===== src/rtl/alu_pkg.sv =====
// Shared definitions for the ALU command sequencer: opcodes, FSM encoding
// and the width of one buffered command.
package alu_pkg;

    localparam int OPC_W  = 3;
    localparam int OPND_W = 16;

    localparam logic [OPC_W-1:0] OP_ADD   = 3'b000;
    localparam logic [OPC_W-1:0] OP_MUL   = 3'b001;
    localparam logic [OPC_W-1:0] OP_SUB   = 3'b010;
    localparam logic [OPC_W-1:0] OP_AND   = 3'b011;
    localparam logic [OPC_W-1:0] OP_XOR   = 3'b100;
    localparam logic [OPC_W-1:0] OP_OR    = 3'b101;
    localparam logic [OPC_W-1:0] OP_PASSB = 3'b110;
    localparam logic [OPC_W-1:0] OP_NOT   = 3'b111;

    typedef enum logic [1:0] {
        ST_IDLE  = 2'd0,
        ST_DRIVE = 2'd1,
        ST_RESP  = 2'd2
    } seq_state_t;

    // Command bundle layout, MSB first: {opcode, operand A, operand B, tag}.
    function automatic int cmd_bundle_w(input int tag_w);
        return OPC_W + 2 * OPND_W + tag_w;
    endfunction

endpackage


===== src/rtl/alu_cmd_fifo.sv =====
// Synchronous command FIFO. Pushes while full and pops while empty are
// ignored, so callers may drive push/pop from plain request signals.
module alu_cmd_fifo
    import alu_pkg::*;
#(
    parameter int DEPTH = 4,
    parameter int W     = cmd_bundle_w(2)
) (
    input  logic                       clk,
    input  logic                       rst_n,
    input  logic                       push,
    input  logic [W-1:0]               wdata,
    input  logic                       pop,
    output logic [W-1:0]               rdata,
    output logic                       full,
    output logic                       empty,
    output logic [$clog2(DEPTH):0]     count
);

    localparam int AW = $clog2(DEPTH);
    localparam logic [AW:0] FULL_CNT = (AW + 1)'(DEPTH);

    logic [W-1:0]  mem [DEPTH];
    logic [AW-1:0] wptr;
    logic [AW-1:0] rptr;
    logic          do_push;
    logic          do_pop;

    assign full    = (count == FULL_CNT);
    assign empty   = (count == '0);
    assign do_push = push && !full;
    assign do_pop  = pop && !empty;
    assign rdata   = mem[rptr];

    // Storage array; contents are only meaningful between wptr and rptr.
    always_ff @(posedge clk) begin
        if (do_push) begin
            mem[wptr] <= wdata;
        end
    end

    // Pointers wrap naturally because DEPTH is a power of two.
    always_ff @(posedge clk or negedge rst_n) begin
        if (!rst_n) begin
            wptr  <= '0;
            rptr  <= '0;
            count <= '0;
        end else begin
            if (do_push) wptr <= wptr + 1'b1;
            if (do_pop)  rptr <= rptr + 1'b1;
            case ({do_push, do_pop})
                2'b10:   count <= count + 1'b1;
                2'b01:   count <= count - 1'b1;
                default: count <= count;
            endcase
        end
    end

endmodule


===== src/rtl/alu_cmd_sequencer.sv =====
// Front end for the 16-bit ALU: queues tagged commands, issues them one at a
// time with a single-cycle enable, and returns each registered result with
// its tag.
//
//   state    | meaning
//   ---------+-----------------------------------------------------------
//   ST_IDLE  | nothing in flight; pop the FIFO head as soon as one exists
//   ST_DRIVE | alu_en high for this one cycle; result captured at its end
//   ST_RESP  | rsp_valid high, result/tag held until rsp_ready
module alu_cmd_sequencer
    import alu_pkg::*;
#(
    parameter int DEPTH = 4,
    parameter int TAG_W = 2
) (
    input  logic               clk,
    input  logic               rst_n,
    input  logic               cmd_valid,
    output logic               cmd_ready,
    input  logic [2:0]         cmd_opcode,
    input  logic [15:0]        cmd_floatA,
    input  logic [15:0]        cmd_floatB,
    input  logic [TAG_W-1:0]   cmd_tag,
    output logic [15:0]        alu_floatA,
    output logic [15:0]        alu_floatB,
    output logic [2:0]         alu_opcode,
    output logic               alu_en,
    input  logic [15:0]        alu_result,
    output logic               rsp_valid,
    input  logic               rsp_ready,
    output logic [15:0]        rsp_result,
    output logic [TAG_W-1:0]   rsp_tag,
    output logic               busy
);

    localparam int BW = cmd_bundle_w(TAG_W);

    seq_state_t             state;
    logic [TAG_W-1:0]       issue_tag;
    logic                   fifo_full;
    logic                   fifo_empty;
    logic                   fifo_pop;
    logic [$clog2(DEPTH):0] fifo_count;
    logic [BW-1:0]          fifo_rdata;
    logic [2:0]             head_op;
    logic [15:0]            head_a;
    logic [15:0]            head_b;
    logic [TAG_W-1:0]       head_tag;

    // cmd_ready comes only from the registered count, so a pop in a full
    // cycle frees the slot one cycle later.
    assign cmd_ready = !fifo_full;
    assign busy      = (fifo_count != '0) || (state != ST_IDLE);
    assign {head_op, head_a, head_b, head_tag} = fifo_rdata;

    alu_cmd_fifo #(
        .DEPTH (DEPTH),
        .W     (BW)
    ) u_fifo (
        .clk   (clk),
        .rst_n (rst_n),
        .push  (cmd_valid && cmd_ready),
        .wdata ({cmd_opcode, cmd_floatA, cmd_floatB, cmd_tag}),
        .pop   (fifo_pop),
        .rdata (fifo_rdata),
        .full  (fifo_full),
        .empty (fifo_empty),
        .count (fifo_count)
    );

    // Pop the head whenever the FSM is about to enter DRIVE.
    always_comb begin
        fifo_pop = 1'b0;
        case (state)
            ST_IDLE: fifo_pop = !fifo_empty;
            ST_RESP: fifo_pop = rsp_ready && !fifo_empty;
            default: fifo_pop = 1'b0;
        endcase
    end

    // Issue/response FSM; all ALU-side and response outputs are registered here.
    always_ff @(posedge clk or negedge rst_n) begin
        if (!rst_n) begin
            state      <= ST_IDLE;
            alu_en     <= 1'b0;
            alu_opcode <= 3'b000;
            alu_floatA <= 16'h0000;
            alu_floatB <= 16'h0000;
            issue_tag  <= '0;
            rsp_valid  <= 1'b0;
            rsp_result <= 16'h0000;
            rsp_tag    <= '0;
        end else begin
            case (state)
                ST_IDLE: begin
                    if (!fifo_empty) begin
                        alu_opcode <= head_op;
                        alu_floatA <= head_a;
                        alu_floatB <= head_b;
                        issue_tag  <= head_tag;
                        alu_en     <= 1'b1;
                        state      <= ST_DRIVE;
                    end
                end
                ST_DRIVE: begin
                    // alu_result is only trusted here, while the ALU is enabled.
                    rsp_result <= alu_result;
                    rsp_tag    <= issue_tag;
                    rsp_valid  <= 1'b1;
                    alu_en     <= 1'b0;
                    state      <= ST_RESP;
                end
                ST_RESP: begin
                    if (rsp_ready) begin
                        rsp_valid <= 1'b0;
                        if (!fifo_empty) begin
                            alu_opcode <= head_op;
                            alu_floatA <= head_a;
                            alu_floatB <= head_b;
                            issue_tag  <= head_tag;
                            alu_en     <= 1'b1;
                            state      <= ST_DRIVE;
                        end else begin
                            state <= ST_IDLE;
                        end
                    end
                end
                default: begin
                    alu_en    <= 1'b0;
                    rsp_valid <= 1'b0;
                    state     <= ST_IDLE;
                end
            endcase
        end
    end

endmodule


===== config.mk =====
export PLATFORM = sky130hd
export DESIGN_NAME = alu_cmd_sequencer
export DESIGN_NICKNAME = d
export VERILOG_FILES = /design/src/rtl/alu_pkg.sv /design/src/rtl/alu_cmd_fifo.sv /design/src/rtl/alu_cmd_sequencer.sv
export SDC_FILE = /design/constraint.sdc
export NUM_CORES = 1
export LEC_CHECK = 0
export ABC_AREA = 1
export CAP_MARGIN = 0
export CORE_ASPECT_RATIO = 0.9
export CORE_MARGIN = 2
export CORE_UTILIZATION = 48
export DETAILED_ROUTE_END_ITERATION = 12
export PLACE_DENSITY = 0.7
export SLEW_MARGIN = 20
export SYNTH_ARGS = -nofsm -noshare
export SYNTH_HDL_FRONTEND = slang
export SYNTH_SLANG_ARGS = --single-unit

===== constraint.sdc =====
create_clock -name clk -period 2.4 [get_ports clk]
set_input_delay 0.6 -clock clk [delete_from_list [all_inputs] [get_ports clk]]
set_output_delay 0.6 -clock clk [all_outputs]
set_load 0.005 [all_outputs]

* Word-level counts from Yosys, hierarchy flattened
Memory sizes are Yosys's and may differ from the RTL's.
Cells that the tools add are included.
** Operators by class
- Reductions and logical operators :: 16
- Bitwise logic cells :: 1
- Equal/unequal tests :: 7
- Muxes and demuxes :: 25
- Add/subtract/negate cells :: 4
** Operator list (count)
- two-way mux 16 bit :: 4
- case mux 16 bit (2 select lines) :: 2
- case mux 3 bit (2 select lines) :: 2
- two-way mux 2 bit :: 4
- two-way mux 1 bit :: 6
- two-way mux 3 bit :: 2
- case mux 2 bit (3 select lines) :: 1
- AND reduction 2 bit :: 3
- nonzero test 2 bit :: 3
- adder 2 x 1 -> 2 bit, second input constant :: 2
- == test 2 x 1 -> 1 bit, second input constant :: 2
- == test 2 bit, second input constant :: 2
- logical AND 1 bit :: 4
- inequality test 2 bit, second input constant :: 2
- case mux 1 bit (2 select lines) :: 2
- case mux 2 bit (2 select lines) :: 1
- adder 3 x 1 -> 3 bit, second input constant :: 1
- == test 3 bit, second input constant :: 1
- zero test 3 bit :: 1
- case mux 1 bit (3 select lines) :: 1
- nonzero test 3 bit :: 1
- subtractor 3 x 1 -> 3 bit, second input constant :: 1
- zero test 1 bit :: 2
- zero test 2 bit :: 1
- other kinds (2) :: 2
** Word-level totals
- Input bits :: 57
- Memories :: 1
- Flip-flop bits (word level) :: 66
- Bits in writable memories :: 148
** Memories
- u_fifo.mem :: words 4, width 37, read ports 1, clocked after Yosys merged registers in 0, write ports 1, RTL line alu_cmd_fifo.sv:23 : logic [W-1:0] mem [DEPTH];

* Longest topological paths before layout
Gate-level depths: netlist (run 1).
- Depth in word-level cells :: 7
- Depth in mapped cells :: 12
- Mapped depth without buffers :: 11

* By module
From an unflattened synthesis (run 1), not the netlist that was laid out.
** Second synthesis, totals
- Cell total of the unflattened synthesis :: 759
- Area total of the unflattened synthesis :: 8759.7 um^2
** Modules (own cells, without submodules)
- alu_cmd_fifo :: cells each 493, area each 6344.8 um^2, seq. area each 4619.4 um^2, times used 1
- alu_cmd_sequencer :: cells each 266, area each 2414.8 um^2, seq. area each 1476.4 um^2, times used 1

* Worst setup path before layout (run 1)
No wires, ideal clock.
- Path kind :: input -> register
- Start point :: input cmd_valid
- End point :: memory u_fifo.mem[0][0] (netlist name) (enable)
- Setup slack :: -0.357 ns
- Data arrival time :: 2.325 ns
- Cell stages on the path :: 2
- Data required time :: 1.969 ns
- Cell sequence :: nand2_1 -> nor2_1
** Between the ends
- Longest elaborated chain between the ends :: 4
** Ends and longest elaborated chain
- from (decl) :: RTL line alu_cmd_sequencer.sv:18 : input logic cmd_valid,
- logical AND 1 bit :: RTL line alu_cmd_sequencer.sv:62 : .push (cmd_valid && cmd_ready),
- logical AND 1 bit :: RTL line alu_cmd_fifo.sv:31 : assign do_push = push && !full;
- two-way mux 1 bit :: RTL line alu_cmd_fifo.sv:37 : if (do_push) begin
- two-way mux 1 bit (not written as such) :: RTL line alu_cmd_fifo.sv:38 : mem[wptr] <= wdata;
- to (decl) :: RTL line alu_cmd_fifo.sv:23
No other way between the ends.

* Worst setup path in the final report (run 1)
- Start point :: register u_fifo.count[1]
- End point :: output cmd_ready
** Between the ends
- Longest elaborated chain between the ends :: 2
** Ends and longest elaborated chain
- from (decl) :: RTL line alu_cmd_fifo.sv:17 : output logic [$clog2(DEPTH):0] count
- from (signal assigned) :: RTL line alu_cmd_fifo.sv:52 : 2'b10: count <= count + 1'b1;
- from (signal assigned) :: RTL line alu_cmd_fifo.sv:53 : 2'b01: count <= count - 1'b1;
- from (signal assigned) :: RTL line alu_cmd_fifo.sv:54 : default: count <= count;
- == test 3 bit :: RTL line alu_cmd_fifo.sv:29 : assign full = (count == FULL_CNT);
- zero test 1 bit :: RTL line alu_cmd_sequencer.sv:52 : assign cmd_ready = !fifo_full;
- to (decl) :: RTL line alu_cmd_sequencer.sv:19 : output logic cmd_ready,
No other way between the ends.

==> summary.txt, run 1 <==
Floorplan
  – Die width: 147.6 µm
  – Core box area: 0.01829 mm²
  – Die area: 0.01966 mm²
  – Row cnt: 47
  – Die H: 133.2 µm
  – # IOs: 114
  – Initial Util: 48.68%

Cells and area
  – Ant. Diodes: 0
  – Area Growth Syn to Fin: 24.69%
  – Nets@finish: 1067
  – Reg area: 0.006098 mm²
  – Post-route insts no fill: 1265
  – Fillers: 1425
  – Area of the multi-input gates: 0.002031 mm²
  – Fin area: 0.01110 mm²
  – Layout cell share with drive strength beyond 1: 6.569%

GRT
  – Largest net degree at the start of global routing: 77
  – GRT overflow: 0
  – Global-route usage over all layers: 18.75%
  – Global-route wire length before repair: 29.19 mm
  – Initial antenna violation count: 1
  – Number of global-route vias before repair: 5704

Detailed routing
  – Vias per cell: 4.723
  – Drt pass-1 iters: 4
  – Routed Antenna Nets: 0
  – Routed vias: 5974
  – Total Wirelength: 18.26 mm
  – First-iteration detailed-routing DRC count: 413
  – Remaining DRCs: 0
  – Wire per inst: 14.44 µm

CTS
  – Root buffer cell: clkbuf_16
  – Clk slew on worst S/H paths: 60 ps
  – Post-CTS Setup Inserts: 0
  – Clk sink count: 214
  – Cts hold-fix bufs: 0
  – Clk buf depth: 3
  – CTS H-tree lvls: 1
  – Post_cts resized: 0
  – CTS tree: yes
  – Num CTS Buffers: 22
  – Clock latency on the worst-skew pair: 500 ps

Place
  – Placed Cells: 1225
  – Post-DP HPWL: 10.90 mm
  – Pre-CTS setup slack: 37.51 ps
  – IO Port Bufs: 113
  – Post-DP Area: 0.01041 mm²
  – Routability cong.: 0.7405

Min path
  – Hold Path Class: in2async

Worst setup path
  – Startpoint Class: flop
  – Critical Path RT: 1800 ps
  – Critical path origin: u_fifo.count[1]
  – Endpoint class of the critical path: output pin
  – Reg2reg start: u_fifo.count[0]
  – Worst Path Arrival: 1650 ps
  – CP Max Fanout: 3
  – Crit Path Class: reg2out
  – Worst R2R Setup Slack: 590 ps

Synthesis
  – Synth warn: 0
  – Register area share after synthesis: 68.47%
  – Synth Net Count: 947
  – Post-synthesis register bit count: 214
  – Synth area leaders: edfxtp_1 (50%), dfrtp_1 (19%), nand2_1 (15%), inv_1 (6.8%), nand3_1 (5.3%)
  – Post-synth top area share: 49.92%
  – Post-synthesis cell area: 0.008904 mm²
  – Syn avg cell area: 10.07 µm²
  – Synth area leader: edfxtp_1
  – Cell variety after synth: 24
  – Mapped Cells: 884

Power and ir drop
  – Tot Pwr: 13.98 mW
  – Pwr/cell area: 1259 mW/mm²
  – VDD IR max: 0.7048 mV
  – Leakage: 5.170 nW

STA
  – Max Clock Skew: 16.68 ps
  – Max-slew violation count: 0
  – Relative slew slack: 45.28%
  – Worst-margin pin slew: 820.8 ps
  – Tmin final: 2247 ps
  – RSZ-0062 raised after global routing: no
  – Setup ws final: 152.9 ps
  – Fmax achieved: 0.4450 GHz
  – Final hold viol count: 0
  – Final setup fails: 0
  – Period utilization: 93.63%

Outcome
  – Run status: complete, no violations

Run
  – Max Cap Violations: 0
==> final cells by class <==
cell class | instances | share of cell area [%]
inverter | 164 | 5.545
timing repair buffer | 133 | 12.19
sequential | 214 | 54.93
clock buffer | 29 | 5.567
multi-input combinational | 469 | 18.29
clock inverter | 11 | 0.7100
tap | 245 | 2.761
==> synthesized netlist by cell type (all sizes together) <==
library cell  count
nand2           351
inv             164
edfxtp          148
nand3            94
dfrtp            66
buf              31
nor2              8
clkbuf            6
ha                5
xor2              3
nand4             2
fa                1
nand3b            1
nor3              1
o21ai             1
o22ai             1
xnor2             1
==> flip-flops by register name, summed over array words and instances, names as in the netlist <==
| signal | cells |
|---|---|
| alu_en | 1 |
| alu_floatA | 16 |
| alu_floatB | 16 |
| alu_opcode | 3 |
| issue_tag | 2 |
| rsp_result | 16 |
| rsp_tag | 2 |
| rsp_valid | 1 |
| state | 2 |
| u_fifo.count | 3 |
| u_fifo.mem | 148 |
| u_fifo.rptr | 2 |
| u_fifo.wptr | 2 |
==> critical path, cell delays in order, from the launching register on <==
cell	delay (ps)
dfrtp_1	400
nor2_2	160
nand2_1	120
clkdlybuf4s50_1	480
==> placed cells by master (no fill, tap or decap), types with 4 or more instances in the layout <==
master,instances
nor2_4,5
clkdlybuf4s50_1,112
edfxtp_1,148
clkbuf_1,4
buf_4,15
nand3_1,93
ha_1,5
clkinv_1,4
clkinv_2,5
clkbuf_16,23
buf_12,6
inv_1,161
dfrtp_1,64
nand2_1,350
==> per-layer routing <==
metal / up-vias / global-route usage, % / share of wire (%)
met5: - / 0 / 0.071
met4: 2 / 5.075 / 2.2
met3: 30 / 3.459 / 4.8
met2: 137 / 32.38 / 50
met1: 2828 / 24.56 / 42
li1: 2977 / - / -
==> worst paths after layout <==
| kind | endpoint | depth (start not counted) |
|---|---|---|
| setup / recovery | cmd_ready | 3 |
| hold / removal | u_fifo.rptr[1] | 1 |
| setup reg to reg | u_fifo.count[2] | 10 |
| hold reg to reg | rsp_tag[0] | 2 |
| max in group asynchronous | u_fifo.rptr[0] | 2 |
| min in group clk | rsp_tag[0] | 2 |
==> report_power, final <==
| group | switching (mW) | internal [mW] | total (mW) | leakage [nW] |
|---|---|---|---|---|
| sequential | 0.470 | 5.09 | 5.56 | 2.16 |
| clock | 1.33 | 1.92 | 3.25 | 0.347 |
| combinational | 3.04 | 2.12 | 5.16 | 2.66 |
==> cell families (layout without fill, tap and decap cells) <==
logic type               count (synthesis)  after routing  synth area share (%)
AND/OR/NAND/NOR                        457            457                 20.97
flip-flops                             214            214                 68.47
buffers and inverters                  201            337                 9.120
adder cells (fa/ha/maj)                  6              6                0.9275
XOR/XNOR                                 4              4                0.3936
AO/OA/AOI/OAI                            2              2                0.1265
==> metrics by stage <==
step	hold slack [ps]	utilization [%]	TNS (ps)
final	47.21	60.70	0
after global placement	452.6	56.89	0
after CTS	42.00	60.70	0
after floorplan	304.4	-	-52770
after detailed placement	457.9	56.89	0
after global routing	58.43	60.70	0
Note: power is estimated with default switching activity, not from simulation.
==> run 2, diff against run 1 <==
- PLACE_DENSITY: 0.7 -> 0.85
==> run 2 against run 1 <==
  * Core utilization rose by 0.33 points
  * Sequential power barely moved
  * Worst hold slack improved by 61 ps
  * Sequential share of layout area fell by 0.30 points
  * Combinational power rose by 2%
  * Via count rose by 1.3%
  * Maximum frequency fell by 2.3%
  * Final area rose by 0.54%
  * Largest power group unchanged
==> summary.txt, run 2 (synthesis gave the netlist of run 1 again) <==
Worst setup path
  – Max stage delay on crit path: 530 ps (+50 ps)
  – Slowest CP cell: clkdlybuf4s50_1
  – Worst Path Arrival: 1700 ps (+50 ps)
  – Top Family by Delay on Critical Path: buffers and inverters
  – Crit Path Class: reg2out
  – CP Max Fanout: 6 (+3)
  – Critical Path RT: 1800 ps (about the same)
  – Endpoint class of the critical path: output pin
  – Worst-path cell chain: inv_2 -> nand4_1 -> clkdlybuf4s50_1
  – WP buf/inv: 2 (+1)
  – Startpoint Class: flop

Detailed routing
  – Routed Antenna Nets: 0 (unchanged)
  – Max Used Layer: met5
  – Vias per cell: 4.782 (+1.3%)
  – Total Wirelength: 18.83 mm (+3.1%)
  – Routed vias: 6049 (+1.3%)
  – Met2 wire len: 9.735 mm (+5.7%)
  – WL met3: 1.029 mm (+17%)
  – Wire per inst: 14.88 µm (+3.1%)
  – First-iteration detailed-routing DRC count: 382 (-7.5%)
  – Remaining DRCs: 0 (unchanged)
  – Routed length on met1: 7.618 mm (-1.7%)
  – Drt pass-1 iters: 5 (+1)

CTS
  – Num CTS Buffers: 23 (+4.5%)
  – Clk slew on worst S/H paths: 60 ps (about the same)
  – CTS H-tree lvls: 1 (unchanged)
  – Post_cts resized: 0 (unchanged)
  – Clock latency on the worst-skew pair: 500 ps (about the same)
  – Root buffer cell: clkbuf_16
  – Clk buf depth: 3 (unchanged)
  – Cts hold-fix bufs: 0 (unchanged)
  – Post-CTS Setup Inserts: 0 (unchanged)
  – CTS tree: yes
  – Clk sink count: 214 (unchanged)

GRT
  – GRT overflow: 0 (unchanged)
  – Largest net degree at the start of global routing: 77 (unchanged)
  – Global-route usage over all layers: 19.84% (+1.1 points)
  – Initial antenna violation count: 1 (unchanged)
  – Global-route wire length before repair: 30.99 mm (+6.1%)
  – Number of global-route vias before repair: 6278 (+10%)

STA
  – Setup ws final: 100.9 ps (-51.96 ps)
  – Fmax achieved: 0.4350 GHz (-2.3%)
  – Final hold viol count: 0 (unchanged)
  – Period utilization: 95.80% (+2.2 points)
  – Worst-margin pin slew: 825.1 ps (+4.329 ps)
  – RSZ-0062 raised after global routing: no
  – Final setup fails: 0 (unchanged)
  – WHS: 107.8 ps (+60.62 ps)
  – Tmin final: 2299 ps (+51.96 ps)
  – TNS Setup: 0 ps (unchanged)
  – Max-slew violation count: 0 (unchanged)
  – Max Clock Skew: 7.649 ps (-9.026 ps)
  – Relative slew slack: 44.99% (-0.29 points)

Cells and area
  – Largest register by flop count: u_fifo.mem
  – Area Growth Syn to Fin: 25.37%
  – Fin area: 0.01116 mm² (+0.54%)
  – Nets@finish: 1067 (unchanged)
  – Max reg flops: 148 (unchanged)
  – Final Core Density: 61.03% (+0.33 points)
  – Most common cell after layout, fill and taps aside: nand2_1
  – Post-route insts no fill: 1265 (unchanged)
  – Fillers: 1425 (unchanged)
  – Most frequent cells in the layout: nand2_1 (350), inv_1 (161), edfxtp_1 (148)
  – Layout cell share with drive strength beyond 1: 6.373% (-0.20 points)
  – Ant. Diodes: 0 (unchanged)

Run
  – Max Cap Violations: 0 (unchanged)

Floorplan
  – Row cnt: 47 (unchanged)
  – Die H: 133.2 µm (unchanged)
  – Die width: 147.6 µm (unchanged)
  – Core box area: 0.01829 mm² (unchanged)
  – Die area: 0.01966 mm² (unchanged)
  – Initial Util: 48.68% (unchanged)
  – # IOs: 114 (unchanged)

Place
  – Post-DP Area: 0.01040 mm² (about the same)
  – Routability cong.: 0.7330 (-1.0%)
  – IO Port Bufs: 113 (unchanged)
  – Pre-CTS setup slack: 16.37 ps (-21.15 ps)
  – Post-DP HPWL: 11.38 mm (+4.4%)
  – Placed Cells: 1224 (-0.082%)

Power and ir drop
  – Leakage: 5.187 nW (+0.34%)
  – Pwr/cell area: 1284 mW/mm² (+1.9%)
  – VDD IR max: 0.6081 mV (-14%)
  – Tot Pwr: 14.33 mW (+2.5%)

Min path
  – Hold Path Class: in2async

Outcome
  – Run status: complete, no violations
[run 2: changes by cell type in the layout (fill, tap and decap cells not counted), moves of 2 or more]
cell	delta
clkinv_1	-2
bufinv_16	+3
clkinv_2	-4
clkbuf_8	-2
clkbuf_1	+4
clkinv_4	+2
[run 2: per-layer routing]
metal	vias to the layer above	GRT usage, %
li1	2979	-
met1	2874	24.99
met2	163	34.70
met3	31	3.288
met4	2	7.372
met5	-	0
[run 2: path summary, 6_finish.rpt]
check,startpoint,end,slack [ps],cells past startpoint
max,state[0],busy,100,3
min,rst_n,rsp_result[13],110,1
max reg2reg,u_fifo.count[0],u_fifo.count[2],530,10
min reg2reg,rsp_result[6],rsp_result[6],470,2
max in group asynchronous,rst_n,alu_floatB[8],1730,2
min in group clk,rsp_result[6],rsp_result[6],470,2
[run 2: where the power goes]
| group | internal, mW | total [mW] | switching (mW) |
|---|---|---|---|
| registers | 5.10 | 5.53 | 0.435 |
| logic | 2.13 | 5.24 | 3.11 |
| clock network | 2.21 | 3.56 | 1.35 |
[run 2: layout make-up]
| class | instances | area (µm²) | share of cell area, % |
|---|---|---|---|
| Timing Repair Buffer | 132 | 1346 | 12.06 |
| Clock buffer | 31 | 605.6 | 5.425 |
| Clock inverter | 10 | 158.9 | 1.424 |
| Tap cell | 245 | 306.5 | 2.746 |
| Sequential cell | 214 | 6098 | 54.63 |
| Multi-Input combinational cell | 469 | 2031 | 18.19 |
| Inverter | 164 | 615.6 | 5.515 |
[run 2: worst reg2reg max path, stage by stage, from the launching register on]
cell and delay (ps):
dfrtp_1 410, nor2_2 60, nand2_1 130, nand2_2 90
nor2_4 100, ha_1 170, inv_1 70, fa_1 400
nand2_1 80, nand3b_1 90, xor2_1 150
